===== src/rtl/fifo18kx2_rd_arbiter.sv =====
// Read-side arbiter for the two halves of a FIFO18KX2: issues reads with a
// burst-limited round-robin and merges both streams into one valid/ready output.
module fifo18kx2_rd_arbiter #(
    parameter int DATA_WIDTH = 18,
    parameter int MAX_BURST  = 1
) (
    input  logic                  CLK,
    input  logic                  RESET,
    input  logic                  ENABLE,
    input  logic                  EMPTY1,
    input  logic                  EMPTY2,
    input  logic                  UNDERFLOW1,
    input  logic                  UNDERFLOW2,
    input  logic [DATA_WIDTH-1:0] RD_DATA1,
    input  logic [DATA_WIDTH-1:0] RD_DATA2,
    output logic                  RD_EN1,
    output logic                  RD_EN2,
    output logic [DATA_WIDTH-1:0] M_DATA,
    output logic                  M_SRC,
    output logic                  M_VALID,
    input  logic                  M_READY,
    output logic                  ERR
);

    localparam int            CW        = $clog2(MAX_BURST + 1);
    localparam logic [CW-1:0] BURST_MAX = CW'(MAX_BURST);
    localparam logic          SRC_F1    = 1'b0;
    localparam logic          SRC_F2    = 1'b1;

    logic                  run;
    logic                  pend;
    logic                  pend_src;
    logic                  last_grant;
    logic [CW-1:0]         burst_cnt;
    logic [1:0]            occ;
    logic                  rd_ptr;
    logic                  wr_ptr;
    logic [DATA_WIDTH-1:0] buf_data [2];
    logic                  buf_src  [2];

    logic pop;
    logic room;
    logic grant;
    logic stay;
    logic pick;

    assign M_VALID = (occ != 2'd0);
    assign M_DATA  = buf_data[rd_ptr];
    assign M_SRC   = buf_src[rd_ptr];

    // Read enables are combinational so a read can issue in the same cycle a
    // word pops, which is what sustains one word per cycle through the buffer.
    // NOTE: every output of this block is assigned on every path, so no latch.
    always_comb begin
        pop   = M_VALID & M_READY;
        room  = ({1'b0, occ} + {2'b00, pend}) < (3'd2 + {2'b00, pop});
        grant = run & ENABLE & room & ~(EMPTY1 & EMPTY2);
        // burst_cnt == 0 means nothing granted since reset: hand the first
        // contested grant to the side opposite last_grant, i.e. FIFO1.
        stay  = (burst_cnt != '0) && (burst_cnt < BURST_MAX);
        if (!EMPTY1 && !EMPTY2) begin
            pick = stay ? last_grant : ~last_grant;
        end else begin
            pick = EMPTY1 ? SRC_F2 : SRC_F1;
        end
        RD_EN1 = grant & (pick == SRC_F1);
        RD_EN2 = grant & (pick == SRC_F2);
    end

    // NOTE: state updates use <= so every register samples pre-edge values.
    always_ff @(posedge CLK or negedge RESET) begin
        if (!RESET) begin
            run         <= 1'b0;
            pend        <= 1'b0;
            pend_src    <= SRC_F1;
            last_grant  <= SRC_F2;
            burst_cnt   <= '0;
            occ         <= 2'd0;
            rd_ptr      <= 1'b0;
            wr_ptr      <= 1'b0;
            ERR         <= 1'b0;
            // NOTE: the two buffer entries are reset because M_DATA/M_SRC
            // read them directly and must show zero during reset.
            buf_data[0] <= '0;
            buf_data[1] <= '0;
            buf_src[0]  <= 1'b0;
            buf_src[1]  <= 1'b0;
        end else begin
            run  <= 1'b1;
            ERR  <= ERR | UNDERFLOW1 | UNDERFLOW2;
            pend <= grant;
            if (grant) begin
                pend_src   <= pick;
                last_grant <= pick;
                if (pick != last_grant) begin
                    burst_cnt <= CW'(1);
                end else if (burst_cnt != BURST_MAX) begin
                    burst_cnt <= burst_cnt + CW'(1);
                end
            end
            // Read data arrives one cycle after the enable; land it at the tail.
            if (pend) begin
                buf_data[wr_ptr] <= pend_src ? RD_DATA2 : RD_DATA1;
                buf_src[wr_ptr]  <= pend_src;
                wr_ptr           <= ~wr_ptr;
            end
            if (pop) begin
                rd_ptr <= ~rd_ptr;
            end
            occ <= occ + {1'b0, pend} - {1'b0, pop};
        end
    end

endmodule


===== config.mk =====
export PLATFORM = sky130hd
export DESIGN_NAME = fifo18kx2_rd_arbiter
export DESIGN_NICKNAME = d
export VERILOG_FILES = /design/src/rtl/fifo18kx2_rd_arbiter.sv
export SDC_FILE = /design/constraint.sdc
export NUM_CORES = 1
export LEC_CHECK = 0
export CORE_MARGIN = 2
export CORE_UTILIZATION = 30
export CTS_CLUSTER_SIZE = 20
export DETAILED_ROUTE_END_ITERATION = 12
export PLACE_DENSITY = 0.56
export SYNTH_ARGS = -nofsm -noshare
export SYNTH_HDL_FRONTEND = slang
export SYNTH_SLANG_ARGS = --single-unit

===== constraint.sdc =====
create_clock -name CLK -period 2.2 [get_ports CLK]
set_input_delay 0.44 -clock CLK [delete_from_list [all_inputs] [get_ports CLK]]
set_output_delay 0.44 -clock CLK [all_outputs]
set_load 0.05 [all_outputs]

# Word-level counts from Yosys, hierarchy flattened
# Index checks and enable logic that the tools add are counted.
# totals
reg_bits,48
out_inout_bits,23
in_bits,44
# classes
magnitude_cmp,5
eq_ne,1
bitwise,16
mux,18
addsub,5
reduce_logical,6
# ops
operator,count
18-bit two-way mux,5
36-bit bitwise mux,1
18-bit demux with 1-bit select,1
1-bit two-way mux,9
1-bit bitwise AND,7
1-bit NOT,5
2-bit >= comparator (second input constant),2
1-bit NOT with 2-bit output,2
2-bit by 1-bit adder with 3-bit output,1
2-bit by 1-bit adder with 3-bit output (first input constant),1
1-bit logical AND,3
3-bit less-than comparator,1
2-bit by 1-bit adder with 2-bit output,1
2-bit bitwise mux,1
1-bit zero test,2
2-bit by 1-bit less-than comparator with 1-bit output (second input constant),1
1-bit OR,2
2-bit nonzero test,1
2-bit by 1-bit subtractor with 2-bit output,1
1-bit adder (second input constant),1
1-bit demux with 1-bit select,1
1-bit less-than comparator (second input constant),1
1-bit != test,1

# Logic depth before layout (Yosys ltp)
# Gate-level depths: netlist of the first run.
# logic_depth
ltp_word,7
mapped_depth,7
ltp_nobuf,7

# Worst setup path after synthesis of the first run
# Ideal clock, no wire load.
# synth_timing
path_kind,register -> output
start,reg pend
end,out RD_EN1
path_buffers,0
arrival_time_ns,2.789
required_ns,1.760
path_stages_with_launch,6
slack_ns,-1.029
path_cell_list,dfrtp_1 > ha_1 > ha_1 > a22o_1 > a2111oi_4 > nor3b_1
# synth_via
elab_chain_cells,5
# synth_lines
element,line,source
"start, declared",31,logic pend;
"start signal, assigned",91,pend <= grant;
2-bit by 1-bit adder with 3-bit output,56,"room = ({1'b0, occ} + {2'b00, pend}) < (3'd2 + {2'b00, pop});"
3-bit less-than comparator,56,
1-bit bitwise AND (2 in series),57,grant = run & ENABLE & room & ~(EMPTY1 & EMPTY2);
net grant,43,logic grant;
1-bit bitwise AND,66,RD_EN1 = grant & (pick == SRC_F1);
"end, declared",16,"output logic RD_EN1,"
# The timed path passes the listed nets, and every way through them passes these cells.

# Worst setup path in the final report of the first run
# Same ends and word-level chain as after synthesis.

==> metrics.log, run 1 <==
[metrics] number of standard cells in the final layout excluding fillers: 374
[metrics] internal power: 2.68 mW
[metrics] warning count from the yosys run: 0
[metrics] number of detailed-route iterations in the first pass: 4
[metrics] antenna cell count: 0
[metrics] aggregate routed wire length: 4.53 mm
[metrics] setup ws final: -236 ps
[metrics] number of antenna violations at the first check in global routing: 0
[metrics] Mapped Area: 0.00219 mm²
[metrics] number of cell rows: 31
[metrics] drt initial violations: 40
[metrics] hold buffers post-CTS: 0
[metrics] final hold violation count: 0
[metrics] Clock Path Buffers: 2
[metrics] portion of total power attributed to combinational logic: 0.592
[metrics] largest net degree at the start of global routing: 34
[metrics] slew at the pin closest to its max-slew limit: 749 ps
[metrics] synthesis-to-layout area growth: 44.2%
[metrics] Root Buffer Master: sky130_fd_sc_hd__clkbuf_8
[metrics] Seq cells post-synth: 47
[metrics] clock latency on the worst-skew pair: 290 ps
[metrics] most congested layer reported by global routing: met2
[metrics] HPWL after DPL: 3.39 mm
[metrics] wire length of the first global-routing pass: 7.78 mm
[metrics] reg-to-reg slack, setup: 150 ps
[metrics] share of power burned in the clock network: 0.106
[metrics] total global routing overflow: 0
[metrics] overall die height: 89.4 µm
[metrics] fraction of final layout cells with drive strength greater than 1: 0.280
[metrics] CTS Buf Count: 5
[metrics] run status: complete, but fails checks
[metrics] H-tree levels: 2
[metrics] number of cells on the critical path: 6
[metrics] DRC violations left: 0
[metrics] RR Startpoint: pend
[metrics] CP Max Fanout: 2
[metrics] # nets final: 323
[metrics] post-layout minimum cycle time: 2440 ps
[metrics] Fill cells: 712
[metrics] global placer's final weighted congestion: 0.720
[metrics] Placed Instances: 364
[metrics] leakage power of the design: 1.40 nW
[metrics] Syn Nets: 244
[metrics] M1 GR Usage: 0.153
[metrics] post-detailed-route wirelength per cell: 12.1 µm
[metrics] final setup TNS: -472 ps
[metrics] Floorplan Core Area: 0.00714 mm²
[metrics] Max Freq: 410 MHz
[metrics] fraction of synthesized area in multiplexers: 0.201
[metrics] initial standard-cell utilization of the core: 0.306
[metrics] share of synthesized cell area in full adder, half adder and majority cells: 0.0229
[metrics] xor and xnor fraction of the mapped netlist area: 0.0160
[metrics] kind of critical path: reg -> out
[metrics] largest voltage drop on the vdd net: 1000 µV
[metrics] sequential group share of total power: 0.302
[metrics] Switching Share: 0.455
[metrics] maximum capacitance violations: 0
[metrics] dominant combinational cell family by area after synthesis: multiplexers
[metrics] Ports: 67
[metrics] reg-to-reg critical path endpoint: pend_src
[metrics] power density over the cells: 1560 mW/mm²
[metrics] relative slew slack: 0.501
[metrics] Worst setup SP type: flop
[metrics] count of vias placed by the detailed router: 1592
[metrics] Avg Cell Area, Syn: 11.2 µm²
[metrics] gate family responsible for the most delay along the worst path: compound AO/OA/AOI/OAI gates
[metrics] WP data arrival: 2000 ps
[metrics] met3 global-route usage: 0.0305
[metrics] clock input transition at the sequential cells of the worst setup and hold paths: 80 ps
[metrics] unrepaired setup endpoints after global routing: true
[metrics] Distinct cells, synth: 26
[metrics] all-layer global routing usage: 0.127
[metrics] critical path endpoint category: primary output
[metrics] Net Sw Power: 2.24 mW
[metrics] worst min-delay path class: in -> async
[metrics] violated checks: setup timing
[metrics] clock tree from TritonCTS: done
[metrics] synthesized netlist cell count: 196
[metrics] buffer and inverter count on the worst path: 1
[metrics] full die area: 0.00799 mm²
[metrics] Final Max Slew Viols: 0
[metrics] per-cell via count in the routed design: 4.26
[metrics] synthesized-area fraction occupied by ao, oa, aoi and oai cells: 0.106
[metrics] portion of the post-synthesis area used by sequential elements: 0.539
[metrics] Layout Skew: 3.00 ps
[metrics] number of nets with antenna violations after routing: 0
[metrics] clock sink count: 47
[metrics] via count of the first global-routing pass: 1690
[metrics] Crit. Startpoint: pend
[metrics] CP max stage cell: sky130_fd_sc_hd__dfrtp_1
[metrics] count of buffers inserted at the top-level ports: 66
[metrics] FF-to-FF path depth: 8
[metrics] worst setup path endpoint: RD_EN1
[metrics] worst hold margin: 207 ps
[metrics] die span in x: 89.4 µm
[metrics] ordered cell list for the critical path: ha_2, ha_4, a22o_1, a2111oi_4, nor3b_4, buf_12
[metrics] Setup violations, final: 2
[metrics] GR Util met2: 0.222
[metrics] Crit path required time: 1760 ps
[metrics] simple-gate area share of the yosys netlist: 0.0864
[metrics] crit share post-route: 1.11
[metrics] delay of the slowest cell on the worst path: 390 ps
cells in the mapped netlist, drive strengths merged:
library cell / n / area, µm²
mux2: 23 / 259
xnor2: 3 / 26.3
nor3b: 1 / 7.51
o21ai: 19 / 106
a21oi: 18 / 90.1
a22o: 1 / 8.76
mux2i: 18 / 180
buf: 6 / 25.0
nand2: 19 / 71.3
dfrtp: 46 / 1150
conb: 1 / 3.75
or3: 1 / 6.26
a2111oi: 1 / 27.5
ha: 4 / 50.1
dfstp: 1 / 26.3
xor2: 1 / 8.76
clkbuf: 6 / 22.5
nand2b: 1 / 6.26
inv: 3 / 11.3
and2: 2 / 13.8
or2: 2 / 12.5
nor2: 19 / 71.3
power by group through the flow:
stage	Clock, mW	Sequential (mW)	Combinational, mW
after floorplan	0	1.45	2.10
after global placement	0	1.49	2.92
after detailed placement	0	1.51	2.95
after CTS	0.541	1.49	2.95
after global routing	0.586	1.55	3.16
final	0.520	1.49	2.92
state kept, by name (all words and copies together) (netlist names):
name and count:
pend 1, buf_data 36, occ 2, run 1
wr_ptr 1, last_grant 1, rd_ptr 1, ERR 1
pend_src 1, buf_src 2
stage by stage:
stage          cell area, µm²  utilization  worst slack (ps)  power (mW)
4_1_cts                  3130        0.438              -296        4.98
3_3_place_gp             3040        0.426             -83.3        4.41
3_5_place_dp             3040        0.426              -102        4.46
6_report                 3150        0.442              -236        4.92
5_1_grt                  3150        0.442              -328        5.30
2_1_floorplan            2210            -              -132        3.55
worst min path at each step:
stage | endpoint | cells past startpoint | slack (ps)
2_1_floorplan | ERR | 0 | 140
4_1_cts | run | 1 | 240
3_5_place_dp | ERR | 1 | 460
3_3_place_gp | ERR | 1 | 460
5_1_grt | buf_src[1] | 1 | 260
6_report | run | 1 | 210
cell families (layout without fill, tap and decap cells):
kind of cell / count (synthesis) / after routing
compound gates: 39 / 39
xor+xnor: 4 / 4
fa+ha+maj: 4 / 4
buf+inv: 15 / 94
flops: 47 / 47
mux: 41 / 41
other cells: 1 / 1
simple gates: 45 / 45
cells in the final DEF (no fill, tap or decap), types with 6 or more instances in the layout:
cell / n
sky130_fd_sc_hd__nor2_1: 19
sky130_fd_sc_hd__dfrtp_1: 46
sky130_fd_sc_hd__a21oi_1: 18
sky130_fd_sc_hd__nand2_1: 19
sky130_fd_sc_hd__mux2i_1: 18
sky130_fd_sc_hd__clkdlybuf4s50_1: 43
sky130_fd_sc_hd__buf_4: 36
sky130_fd_sc_hd__clkbuf_8: 6
sky130_fd_sc_hd__o21ai_0: 18
sky130_fd_sc_hd__mux2_2: 21
routing by layer:
metal,wire (µm),part of all wire
met1,1990,0.44
met2,2260,0.50
met3,213,0.047
met4,72,0.016
met5,0,0
area by class of cell:
class | instances | area (µm²) | share of cell area
Tap cell | 99 | 124 | 0.0393
Inverter | 3 | 11.3 | 0.00357
Timing Repair Buffer | 84 | 774 | 0.246
Clock inverter | 1 | 5.00 | 0.00159
Clock buffer | 6 | 82.6 | 0.0262
Sequential cell | 47 | 1180 | 0.374
Multi-Input combinational cell | 134 | 977 | 0.310
repair_timing:
item                                    in CTS  in global routing
endpoints found under the hold margin        0                  0
endpoints found under the setup margin       3                  2
gates resized for setup                      1                  1
pin swaps                                    0                  0
buffers inserted                             0                  3
Note: power is estimated with default switching activity, not from simulation.
==> run 2, diff against run 1 <==
--- a/config.mk
+++ b/config.mk
@@ -5,6 +5,7 @@
 export SDC_FILE = /design/constraint.sdc
 export NUM_CORES = 1
 export LEC_CHECK = 0
+export CAP_MARGIN = 20
 export CORE_MARGIN = 2
 export CORE_UTILIZATION = 30
 export CTS_CLUSTER_SIZE = 20
==> results of run 2 <==
Final layout, timing and power as in run 1 (identical DEF).
==> run 3, diff against run 2 <==
--- a/config.mk
+++ b/config.mk
@@ -7,10 +7,10 @@
 export LEC_CHECK = 0
 export CAP_MARGIN = 20
 export CORE_MARGIN = 2
-export CORE_UTILIZATION = 30
+export CORE_UTILIZATION = 42
 export CTS_CLUSTER_SIZE = 20
 export DETAILED_ROUTE_END_ITERATION = 12
-export PLACE_DENSITY = 0.56
+export PLACE_DENSITY = 0.76
 export SYNTH_ARGS = -nofsm -noshare
 export SYNTH_HDL_FRONTEND = slang
 export SYNTH_SLANG_ARGS = --single-unit
==> metrics.log, run 3 (same netlist as run 1, synthesis figures left out) <==
[metrics] run status: complete, but fails checks
[metrics] violated checks: setup timing
[metrics] Worst setup SP type: flop
[metrics] final hold violation count: 0
[metrics] count of buffers inserted at the top-level ports: 66
[metrics] die span in x: 76.1 µm
[metrics] Largest register FFs: 36
[metrics] number of standard cells in the final layout excluding fillers: 342
[metrics] reg-to-reg critical path endpoint: pend_src
[metrics] largest net degree at the start of global routing: 26
[metrics] Fill cells: 466
[metrics] Final Max Slew Viols: 0
[metrics] CTS Buf Count: 5
[metrics] total global routing overflow: 0
[metrics] overall die height: 76.1 µm
[metrics] DRC violations left: 0
[metrics] Layout Skew: 7.45 ps
[metrics] Placed Instances: 335
[metrics] post-detailed-route wirelength per cell: 12.1 µm
[metrics] number of nets with antenna violations after routing: 0
[metrics] full die area: 0.00580 mm²
[metrics] Post-CTS Repair Setup Buffers: 0
[metrics] clock latency on the worst-skew pair: 290 ps
[metrics] critical path endpoint category: primary output
[metrics] ordered cell list for the critical path: ha_2, ha_4, a22o_1, a2111oi_4, nor3b_4, buf_12
[metrics] relative slew slack: 0.623
[metrics] delay of the slowest cell on the worst path: 390 ps
[metrics] power density over the cells: 1570 mW/mm²
[metrics] WP data arrival: 2020 ps
[metrics] leakage power of the design: 1.39 nW
[metrics] leading cell types in the layout, fill and taps excluded: sky130_fd_sc_hd__dfrtp_1, sky130_fd_sc_hd__clkdlybuf4s50_1, sky130_fd_sc_hd__buf_4
[metrics] synthesis-to-layout area growth: 41.5%
[metrics] H-tree levels: 2
[metrics] aggregate routed wire length: 4.14 mm
[metrics] # nets final: 320
[metrics] CP max stage cell: sky130_fd_sc_hd__dfrtp_1
[metrics] Setup violations, final: 2
[metrics] clock sink count: 47
[metrics] largest register by flop count: buf_data
[metrics] count of vias placed by the detailed router: 1593
[metrics] largest registers ranked by flip-flop count: buf_data (36), buf_src (2), occ (2)
[metrics] Root Buffer Master: sky130_fd_sc_hd__clkbuf_8
[metrics] Crit path required time: 1760 ps
[metrics] Max Freq: 406 MHz
[metrics] largest voltage drop on the vdd net: 1140 µV
[metrics] clock tree from TritonCTS: done
[metrics] antenna cell count: 0
[metrics] fraction of final layout cells with drive strength greater than 1: 0.272
[metrics] hold buffers post-CTS: 0
[metrics] slew at the pin closest to its max-slew limit: 565 ps
[metrics] global placer's final weighted congestion: 0.766
[metrics] initial standard-cell utilization of the core: 0.431
[metrics] Crit. Startpoint: pend
[metrics] Ports: 67
[metrics] Clock Path Buffers: 2
[metrics] all-layer global routing usage: 0.155
[metrics] worst hold margin: 137 ps
[metrics] reg-to-reg slack, setup: 290 ps
[metrics] setup ws final: -261 ps
[metrics] via count of the first global-routing pass: 1631
[metrics] crit share post-route: 1.12
[metrics] Floorplan Core Area: 0.00507 mm²
[metrics] number of antenna violations at the first check in global routing: 0
[metrics] worst min-delay path class: in -> async
[metrics] clock input transition at the sequential cells of the worst setup and hold paths: 80 ps
[metrics] CP Max Fanout: 3
[metrics] FF-to-FF path depth: 6
[metrics] number of detailed-route iterations in the first pass: 4
[metrics] number of cell rows: 26
[metrics] unrepaired setup endpoints after global routing: true
[metrics] post-layout minimum cycle time: 2460 ps
[metrics] worst setup path endpoint: RD_EN1
[metrics] maximum capacitance violations: 0
[metrics] per-cell via count in the routed design: 4.66
[metrics] wire length of the first global-routing pass: 7.25 mm
[metrics] kind of critical path: reg -> out
[metrics] drt initial violations: 40
[metrics] HPWL after DPL: 3.24 mm
[metrics] RR Startpoint: pend
[metrics] commonest non-fill, non-tap cell in the layout: sky130_fd_sc_hd__dfrtp_1
run 3: power breakdown:
part / switching, mW / internal [mW]
combinational: 1.72 / 1.15
sequential: 0.225 / 1.27
clock: 0.258 / 0.246
total: 2.20 / 2.66
run 3: routing by layer:
metal	part of all wire	GRT usage	vias up
met1	0.43	0.183	727
met2	0.51	0.279	41
met5	0	0	-
met3	0.049	0.0391	5
met4	0.011	0.0436	0
li1	-	-	820
run 3: area by class of cell:
| class | instances | area [µm²] | area share |
|---|---|---|---|
| repair buffers | 81 | 752 | 0.243 |
| well taps | 70 | 87.6 | 0.0283 |
| inverters | 3 | 11.3 | 0.00364 |
| flip-flops and latches | 47 | 1180 | 0.381 |
| clock buffers | 6 | 82.6 | 0.0267 |
| clock inverters | 1 | 5.00 | 0.00162 |
| multi-input cells | 134 | 977 | 0.316 |
run 3: through the flow:
step / TNS (ps) / instance area [µm²] / worst slack, ps / total power, mW / utilization
4_1_cts: -464 / 3090 / -263 / 4.93 / 0.609
2_1_floorplan: -132 / 2210 / -132 / 3.55 / -
5_1_grt: -604 / 3090 / -363 / 5.18 / 0.609
3_3_place_gp: -96.1 / 3010 / -82.7 / 4.37 / 0.592
3_5_place_dp: -120 / 3010 / -90.5 / 4.42 / 0.592
6_report: -424 / 3090 / -261 / 4.86 / 0.609
run 3: critical path, delay by kind of cell (launching register included):
kind            cells  cell delay, ps
compound gates      2             490
fa+ha+maj           2             420
flops               1             390
simple gates        1             280
buf+inv             1             160
run 3: timing repair:
action	in CTS	in global routing
pin swaps	0	1
setup endpoints to repair	3	2
resized for setup	1	1
run 3: worst min path at each step:
stage / startpoint / endpoint / slack, ps / cells past startpoint
final: RESET / buf_data[1] / 140 / 1
after detailed placement: RESET / run / 470 / 1
after CTS: RESET / buf_data[32] / 150 / 1
after global routing: RESET / buf_data[4] / 170 / 1
after global placement: RESET / run / 460 / 1
after floorplan: RESET / ERR / 140 / 0
